--- src/rtl/sync_deglitch.sv ---
// sync_deglitch
//   Synchronizing deglitch filter for a single-bit level, typically taken
//   straight from an inverter on a noisy or asynchronous pin. The level is
//   re-timed through a SYNC_STAGES flop chain. The filtered output Z only
//   follows a new value once that value has held for FILT_LEN consecutive
//   enabled cycles. ZR and ZF are one-cycle strobes on Z rise and fall.
//
// Parameters
//   SYNC_STAGES  synchronizer depth, 1..4
//   FILT_LEN     enabled cycles a changed level must persist, 1..256
//   INIT         reset value of the synchronizer chain and of Z
//
// Ports
//   CK   clock, rising edge
//   CD   synchronous active-high clear, wins over SP
//   SP   clock enable; when low, all state holds and strobes drop
//   A    raw level to be filtered
//   Z    filtered level (registered)
//   ZR   one-cycle strobe on Z 0->1 (registered)
//   ZF   one-cycle strobe on Z 1->0 (registered)

module sync_deglitch #(
  parameter int unsigned SYNC_STAGES = 2,
  parameter int unsigned FILT_LEN    = 4,
  parameter logic        INIT        = 1'b0
) (
  input  logic CK,
  input  logic CD,
  input  logic SP,
  input  logic A,
  output logic Z,
  output logic ZR,
  output logic ZF
);

  // Counter is sized for FILT_LEN-1. It never wraps because the terminal
  // value always triggers the Z update together with the clear.
  localparam int unsigned CW = (FILT_LEN > 1) ? $clog2(FILT_LEN) : 1;
  localparam logic [CW-1:0] CNT_MAX = CW'(FILT_LEN - 1);

  logic [SYNC_STAGES-1:0] s;
  logic [CW-1:0]          cnt;
  logic                   s_last;

  assign s_last = s[SYNC_STAGES-1];

  // Synchronizer chain. With SYNC_STAGES == 1, the loop body does not run
  // and the chain is a single flop.
  always_ff @(posedge CK) begin
    if (CD) begin
      s <= {SYNC_STAGES{INIT}};
    end else if (SP) begin
      s[0] <= A;
      for (int i = 1; i < int'(SYNC_STAGES); i++) s[i] <= s[i-1];
    end
  end

  // Filter. This block compares Z against the pre-edge s_last, so the chain
  // shift and the count both advance on the same enabled edge. Strobes
  // default low every cycle, so they cannot persist through a disabled
  // cycle.
  always_ff @(posedge CK) begin
    if (CD) begin
      Z   <= INIT;
      cnt <= '0;
      ZR  <= 1'b0;
      ZF  <= 1'b0;
    end else begin
      ZR <= 1'b0;
      ZF <= 1'b0;
      if (SP) begin
        if (s_last == Z) begin
          cnt <= '0;                 // level fell back: glitch rejected
        end else if (cnt != CNT_MAX) begin
          cnt <= cnt + 1'b1;
        end else begin
          Z   <= s_last;
          cnt <= '0;
          ZR  <= s_last;
          ZF  <= ~s_last;
        end
      end
    end
  end

endmodule

--- config.mk ---
export PLATFORM = sky130hd
export DESIGN_NAME = sync_deglitch
export DESIGN_NICKNAME = d
export VERILOG_FILES = /design/src/rtl/sync_deglitch.sv
export SDC_FILE = /design/constraint.sdc
export NUM_CORES = 1
export LEC_CHECK = 0
export ABC_AREA = 1
export CAP_MARGIN = 20
export CORE_AREA = 10 10 47 49
export DETAILED_ROUTE_END_ITERATION = 12
export DIE_AREA = 0 0 57 59
export PLACE_DENSITY = 0.43
export SYNTH_ARGS = -nofsm -noshare
export SYNTH_HDL_FRONTEND = slang
export SYNTH_SLANG_ARGS = --single-unit
--- constraint.sdc ---
create_clock -name CK -period 1 [get_ports CK]
set_clock_uncertainty 0.05 [all_clocks]
set_input_delay 0.3 -clock CK [delete_from_list [all_inputs] [get_ports CK]]
set_output_delay 0.3 -clock CK [all_outputs]
set_load 0.05 [all_outputs]
==> flow_summary_export.csv <==
group,metric,value,unit
setup_path,critPathArrivalTime,0.74,ns
yosys,netlist.area_leader.share,0.5138,
cells_and_area,fill_cells,164,
yosys,synthArstFlopShare,0,
yosys,muxShareOfSynthArea,0,
timing,period_needed,1.087,ns
route,wire_per_inst,9.274,µm
floorplan,initial_core_util,0.1946,
setup_path,crit_type,"reg2out",
power_and_ir_drop,powerDensity,1324,nW/µm²
timing,finalWorstSetupSlack,-0.08673,ns
yosys,ys_types,13,
cells_and_area,drive_gt1_frac,0.5217,
placed_design,gp_congestion,0.7093,
setup_path,r2r_start,"cnt[1]$_SDFFE_PP0P_",
yosys,synth_top_flop_cell,"dfxtp_1",
yosys,synthCells,33,
clocking,cts_sinks,7,
timing,rsz0062_at_grt,"true",
clocking,tritoncts,"built",
setup_path,cp-start-kind,"flop",
setup_path,critPathLaunch,"Z$_SDFFE_PP0P_",
power_and_ir_drop,vdd_drop_max,778.0,µV
global_routing,grt_pass1_wl,917,µm
cells_and_area,final_cells,62,
yosys,synth.largest_area_cell,"dfxtp_1",
yosys,yosysMostFrequentCell,"dfxtp_1",
setup_path,cp_slowest_cell,"dfxtp_4",
placed_design,place_inst,57,
global_routing,globalRouteOverflowTotal,0,
placed_design,place_ws,-0.3791,ns
yosys,synth_commonest_cells,"7 x dfxtp_1, 4 x nor2_1, 3 x a21oi_1, 3 x inv_1, 3 x o21ai_0",
setup_path,path_delay_family,"flip-flops",
clocking,clkTransAtPathRegs,0.05,ns
route,totalWireLength,575,µm
yosys,synth_area_per_cell,8.266,µm²
power_and_ir_drop,p_total,0.6112,mW
setup_path,worst-path-stages,1,
yosys,synth_xor_area_frac,0,
yosys,synth_seq_area_share,0.5138,
setup_path,timing.critical_path.buf_inv,1,
timing,fin_crit_sh,1.087,
setup_path,reg2reg_depth,6,
floorplan,die_w,57,µm
yosys,synth_nets,38,
route,drt-pass1-iter-count,3,
hold_path,hold_class,"in2reg",
clocking,clock_latency,0.25,ns
yosys,synth_warnings,0,
clocking,root_buffer,"clkbuf_4",
timing,max-slew-margin-rel,0.8317,
yosys,yosys_register_bits,7,
cells_and_area,diodes,0,
floorplan,io_pins,7,
global_routing,gr-usage-all-layers,0.03710,
timing,drv_slew,0,
setup_path,cp_cell_sequence,"buf_12",
yosys,synth_top_family_by_area,"simple AND/OR/NAND/NOR gates",
route,vias_per_cell,4.177,
power_and_ir_drop,power_switching,0.1383,mW
status,status,"finished with violations",
yosys,synth_fa_ha_area_frac,0.04587,
clocking,postCtsHoldBufs,0,
placed_design,dp_hpwl,416,µm
timing,worstMarginPinSlew,0.2524,ns
power_and_ir_drop,p_int,0.4729,mW
yosys,synth_compound_area_frac,0.1468,
floorplan,die-area,3363,µm²
timing,fmaxAchievable,0.9202,GHz
yosys,yosys.area_share.simple,0.2248,
power_and_ir_drop,seq_power_share,0.487,
global_routing,first_global_vias,239,
setup_path,end_kind,"output pin",
timing,finalHoldViolCount,0,
power_and_ir_drop,combPwrFrac,0.103,
cells_and_area,final_design_area_no_fill,461.7,µm²
timing,finalSetupViolations,3,
setup_path,required,0.65,ns
setup_path,cp-endpoint,"Z",
global_routing,grt_max_degree,8,
power_and_ir_drop,p_leak,0.1939,nW
status,violations,"negative setup slack",
cells_and_area,area_delta_synth_final,69.27,%
setup_path,crit_fanout,2,
floorplan,die_h,59,µm
clocking,cts_max_level,1,
floorplan,core_area,1401,µm²
cells_and_area,nNetsFinal,52,
run,maxCapViolations,0,
cells_and_area,regArea,148.9,µm²
placed_design,numPortBuffers,6,
route,vias,259,
yosys,syn_area,272.8,µm²
route,ant_nets,0,
route,drt_iter0_drc,5,
setup_path,max_stage_delay,0.35,ns
yosys,synthTopCellsByArea,"dfxtp_1 51%, a21oi_1 5.5%, o21ai_0 5.5%",
yosys,synth_edf_count,0,
clocking,cts_made_buffers,3,
route,drc,0,
power_and_ir_drop,clkPwrFrac,0.410,
clocking,cts_buffer_depth,2,
setup_path,r2r-end,"Z$_SDFFE_PP0P_",
placed_design,dpl_cell_area,399.1,µm²
floorplan,rows,14,
power_and_ir_drop,switching_share,0.2263,
cells_and_area,multiInputGateArea,133.9,µm²
setup_path,r2r_slack,0.06,ns
global_routing,antenna_found_initial,0,
per-layer routing:
metal / routed length (µm) / GRT usage
met5: 0 / 0
met3: 56 / 0.04077
met2: 263 / 0.05426
met1: 249 / 0.03073
met4: 6 / 0.02013
power by group through the flow:
| stage | clock (mW) | combinational, mW | sequential [mW] |
|---|---|---|---|
| 2_1_floorplan | 0 | 0.0257 | 0.303 |
| 3_3_place_gp | 0 | 0.0588 | 0.302 |
| 3_5_place_dp | 0 | 0.0587 | 0.302 |
| 4_1_cts | 0.259 | 0.0588 | 0.294 |
| 5_1_grt | 0.282 | 0.0722 | 0.298 |
| 6_report | 0.251 | 0.0632 | 0.297 |
metrics by stage:
step                      hold slack (ns)  setup TNS [ns]    util
after floorplan                    0.3150               0       -
after global placement             0.4394          -2.161  0.2848
after detailed placement           0.4307          -2.183  0.2848
after CTS                          0.4352         -0.2229  0.3116
after global routing               0.3031         -0.3594  0.3295
final                              0.2705         -0.2140  0.3295
sequential cells by signal, summed over array words and instances (netlist names):
| name | flops |
|---|---|
| Z | 1 |
| ZR | 1 |
| s | 2 |
| ZF | 1 |
| cnt | 2 |
timing repair:
action	CTS	global route
pin swaps	0	1
setup endpoints to repair	9	9
resized for setup	4	9
setup buffers	1	0
cell usage in the layout (no fill, tap or decap), types with 2 or more instances in the layout:
master and count:
a21oi_1 2, buf_12 3, buf_4 3, clkbuf_4 3, dfxtp_1 2, dfxtp_2 4, inv_2 4, nand2_1 2
nand2_2 2, nand3_1 2, nor2_1 4, o21ai_0 3
worst register-to-register path: cells and delay by family (launching register included):
family          cells  cell delay, ns
simple gates        3            0.16
buf+inv             1            0.08
compound gates      1            0.05
flops               1            0.35
fa+ha+maj           1            0.14
area by class of cell:
cell class / instances / area share
Clock buffer: 4 / 0.05691
Inverter: 5 / 0.04065
Multi-Input combinational cell: 21 / 0.2900
Sequential cell: 7 / 0.3225
Tap cell: 16 / 0.04336
Timing Repair Buffer: 9 / 0.2466
kinds of logic after synthesis:
| logic type | after synthesis |
|---|---|
| simple gates | 12 |
| buf+inv | 5 |
| flops | 7 |
| fa+ha+maj | 1 |
| compound gates | 8 |
how the worst min path moves through the flow:
stage,from,end,depth (start not counted)
finish,CD,Z$_SDFFE_PP0P_,2
global route,CD,ZR$_SDFF_PP0_,2
CTS,s[1]$_SDFFE_PP0P_,ZR$_SDFF_PP0_,2
detailed placement,s[1]$_SDFFE_PP0P_,ZR$_SDFF_PP0_,2
global placement,s[1]$_SDFFE_PP0P_,ZR$_SDFF_PP0_,2
floorplan,CD,Z$_SDFFE_PP0P_,1
(Power assumes the default switching activity.)
==> RTL edit 1: new RTL, config.mk and constraints unchanged <==
Change the parameter `INIT` from 1'b0 to 1'b1.
--- a/src/rtl/sync_deglitch.sv
+++ b/src/rtl/sync_deglitch.sv
@@ -24,3 +24,3 @@
   parameter int unsigned FILT_LEN    = 4,
-  parameter logic        INIT        = 1'b0
+  parameter logic        INIT        = 1'b1
 ) (
Check against the original RTL: not equivalent (Yosys sat finds a counterexample within 4 cycles, from zero or initial values).
==> RTL edit 1 against the unedited design <==
The run still ends with negative setup slack left. Worst setup slack got worse by 6.0 ps. Wire length increased by 4.2%. Synthesized area increased by 4.6%. Fmax decreased by 0.55%. Via count increased by 5.4%. Final area increased by 2.4%. Sequential cell count unchanged. Clock power increased by 4%. Power decreased by 0.43%.
==> RTL edit 1: results (changes against the unedited design) <==
dp_hpwl_um: 459  # +10%
setup_ws_ps: -92.7  # -6.01 ps
r2r_slack_ps: 40  # -20 ps
intPower_uw: 466  # -1.6%
synthTopCellsByCount: "nand2_1, inv_1, dfxtp_1, nand3_1, o21ai_0"
fin_setup_tns_ps: -217  # -2.78 ps
wl_um: 599  # +4.2%
grt_usage: 0.0406  # +0.00345
violations: "negative setup slack"
p_leak_uw: 0.000226  # +16%
peakVddDrop_v: 0.000508  # -35%
layout.nets: 57  # +9.6%
setup_viol: 3  # unchanged
hp-start: "s[0]$_SDFFE_PP1P_"
via_per_inst: 4.07  # -2.5%
firstDrtPassIters: 2  # -1
hold_ws_ps: 424  # +153 ps
synth_fa_ha_area_frac: 0.0439  # -0.00201
holdPathEnd: "s[0]$_SDFFE_PP1P_"
clock_power_uw: 260  # +4%
r2r-end: "cnt[0]$_SDFFE_PP0P_"
gp_congestion: 0.649  # -8.4%
grt_max_degree: 7  # -1
status: "finished, violations left"
grt_pass1_vias: 257  # +7.5%
r2r-start: "Z$_SDFFE_PP1P_"
synth_nets: 43  # +13%
ys_types: 10  # -3
ys_seq_area_frac: 0.491  # -0.0225
power_uw: 609  # -0.43%
max_slew_margin: 0.859  # +0.0271
hold_class: "flip-flop to flip-flop"
ys_top_cells_by_area: "dfxtp_1, nand2_1, inv_1, nand3_1, o21ai_0"
synth-compound-area-share: 0.118  # -0.0284
-- RTL edit 1: layout make-up --
cell class,instances,area (sq um)
fillers,154,928
flip-flops and latches,7,148
well taps,16,20.0
clock buffers,4,26.3
multi-input cells,23,135
repair buffers,9,111
inverters,8,32.5
-- RTL edit 1: cells by family (layout without fill, tap and decap cells) --
| family | count (synthesis) | after routing |
|---|---|---|
| adders and majority gates | 1 | 1 |
| and+or+nand+nor | 16 | 16 |
| DFF | 7 | 7 |
| AOI/OAI and AO/OA | 6 | 6 |
| buffers and inverters | 8 | 21 |
-- RTL edit 1: layer usage --
layer  wire [um]  vias up  track usage
li1            -      148            -
met2         238        9       0.0496
met5           0        -            0
met1         288      114       0.0378
met4          12        0       0.0503
met3          60        2       0.0322
-- RTL edit 1: per-stage QoR --
stage	setup slack (ps)	cell area, sq um	cells
after floorplan	5.48	287	38
after global placement	-384	412	62
after detailed placement	-371	412	62
after CTS	-107	450	67
after global routing	-120	473	67
final	-92.7	473	67
-- RTL edit 1: worst max path at each step --
| stage | endpoint | start | cells after the start |
|---|---|---|---|
| global route | Z | Z$_SDFFE_PP1P_ | 1 |
| floorplan | cnt[0]$_SDFFE_PP0P_ | Z$_SDFFE_PP1P_ | 5 |
| detailed placement | Z$_SDFFE_PP1P_ | SP | 4 |
| finish | Z | Z$_SDFFE_PP1P_ | 1 |
| CTS | Z | Z$_SDFFE_PP1P_ | 1 |
| global placement | Z$_SDFFE_PP1P_ | SP | 4 |
-- RTL edit 1: timing repair --
| action | in CTS | in global routing |
|---|---|---|
| buffers inserted | 1 | 0 |
| pin swaps | 0 | 2 |
| endpoints found under the setup margin | 8 | 8 |
| resized for setup | 6 | 8 |
==> RTL edit 2: new RTL, config.mk and constraints unchanged <==
Without the edit above. Register the output `ZF` once more; this adds one clock of latency there. The other outputs are not delayed to match. Comments in the files are not updated.
--- a/src/rtl/sync_deglitch.sv
+++ b/src/rtl/sync_deglitch.sv
@@ -40,2 +40,4 @@
 
+  logic ZF_s0;
+
   logic [SYNC_STAGES-1:0] s;
@@ -66,6 +68,6 @@
       ZR  <= 1'b0;
-      ZF  <= 1'b0;
+      ZF_s0 <= 1'b0;
     end else begin
       ZR <= 1'b0;
-      ZF <= 1'b0;
+      ZF_s0 <= 1'b0;
       if (SP) begin
@@ -79,3 +81,3 @@
           ZR  <= s_last;
-          ZF  <= ~s_last;
+          ZF_s0 <= ~s_last;
         end
@@ -85,2 +87,6 @@
 
+  always_ff @(posedge CK) begin
+    ZF <= ZF_s0;
+  end
+
 endmodule
Formal check against the unedited RTL: same outputs for any inputs over 10 cycles, from zero or initial values; that may be too few to reach the edited logic, so the function may still have changed.
==> RTL edit 2 against the unedited design <==
The run still ends with negative setup slack left. Worst setup slack lost 3.7 ps. Sequential share of layout area grew 4.2 points. Global-route usage grew 0.14 points. Final area grew 0.27%. Power grew 4.2%. Wire length grew 2.4%. Synthesized area grew 7.3%. Utilization grew 0.089 points. Sequential cell count grew 1. Critical path depth is the same. Critical path type unchanged. Largest cell class unchanged.
==> RTL edit 2: results (changes against the unedited design) <==
clock_tree.buffer_depth: 2  # unchanged
drive_gt1_frac: 0.444  # -0.0773
p_leak_uw: 0.000194  # +0.26%
via_per_inst: 4.25  # +1.6%
peakVddDrop_v: 0.000459  # -41%
first_iter_violations: 0  # -5
synth-compound-area-share: 0.137  # -0.0100
fill_cells: 148  # -9.8%
setup_viol: 3  # unchanged
firstDrtPassIters: 1  # -2
grt_use_met2: 0.0574  # +0.00310
ys_top_cells_by_area: "dfxtp_1, a21oi_1, o21ai_0, nor2_1, ha_1"
max_slew_margin: 0.830  # -0.00143
synth_fa_ha_area_frac: 0.0427  # -0.00314
gp_congestion: 0.723  # +1.9%
r2r-start: "cnt[0]$_SDFFE_PP0P_"
wl_um: 589  # +2.4%
grt_max_degree: 7  # -1
status: "finished, violations left"
grt_usage: 0.0385  # +0.00139
antenna_found_initial: 0  # unchanged
violations: "negative setup slack"
grt_use_met3: 0.0258  # -0.0150
setup_ws_ps: -90.4  # -3.67 ps
dpl_cell_area_sq_um: 412  # +3.1%
synth_nets: 39  # +2.6%
dp_hpwl_um: 479  # +15%
synthTopCellsByCount: "dfxtp_1, nor2_1, a21oi_1, inv_1, o21ai_0"
grt_pass1_wl_um: 972  # +6.0%
cts_max_level: 1  # unchanged
critical_path.top_delay_family: "flip-flops"
grt_use_met1: 0.0298  # -0.000971
worstPathMaxFanout: 2  # unchanged
ys_seq_area_frac: 0.547  # +0.0332
hold_class: "primary input to flip-flop"
RTL edit 2: cell types whose count changed after synthesis:
cell     change
dfxtp_1      +1
RTL edit 2: power breakdown:
part	total (uW)	switching (uW)	internal, uW
registers	338	9.10	329
clock network	242	105	137
logic	57.3	28.5	28.8
total	637	142	495
RTL edit 2: worst min path at each step:
stage / slack (ps) / depth (start not counted) / endpoint / start
after detailed placement: 280 / 0 / ZF$_DFF_P_ / ZF_s0$_SDFF_PP0_
after floorplan: 260 / 0 / ZF$_DFF_P_ / ZF_s0$_SDFF_PP0_
final: 280 / 2 / Z$_SDFFE_PP0P_ / CD
after CTS: 290 / 0 / ZF$_DFF_P_ / ZF_s0$_SDFF_PP0_
after global placement: 270 / 0 / ZF$_DFF_P_ / ZF_s0$_SDFF_PP0_
after global routing: 280 / 2 / Z$_SDFFE_PP0P_ / CD
RTL edit 2: through the flow:
| stage | hold WS (ps) | setup slack [ps] | utilization | setup TNS [ps] | instances |
|---|---|---|---|---|---|
| after floorplan | 260 | 44.7 | - | 0 | 34 |
| after global placement | 267 | -329 | 0.294 | -1900 | 57 |
| after detailed placement | 284 | -357 | 0.294 | -2020 | 57 |
| after CTS | 289 | -103 | 0.321 | -270 | 61 |
| after global routing | 279 | -110 | 0.330 | -286 | 61 |
| final | 285 | -90.4 | 0.330 | -218 | 61 |
RTL edit 2: cell type report:
class	count	area, sq um	share of cell area
sequential	8	169	0.365
multi-input combinational	21	126	0.273
timing repair buffer	8	106	0.230
clock buffer	3	22.5	0.0486
tap	16	20.0	0.0432
inverter	5	18.8	0.0405
RTL edit 2: metal layers:
| metal | wire (um) | up-vias | part of all wire |
|---|---|---|---|
| met1 | 224 | 116 | 0.38 |
| met4 | 8 | 0 | 0.014 |
| met3 | 61 | 2 | 0.10 |
| li1 | - | 136 | - |
| met5 | 0 | - | 0 |
| met2 | 295 | 5 | 0.50 |
RTL edit 2: logic make-up after synthesis:
| group | after synthesis |
|---|---|
| AOI/OAI and AO/OA | 8 |
| and+or+nand+nor | 12 |
| buffers and inverters | 5 |
| DFF | 8 |
| adders and majority gates | 1 |
RTL edit 2: timing repair:
action,in CTS,in global routing
hold buffers,0,0
buffers inserted,1,0
endpoints found under the setup margin,7,8
resized for setup,6,4
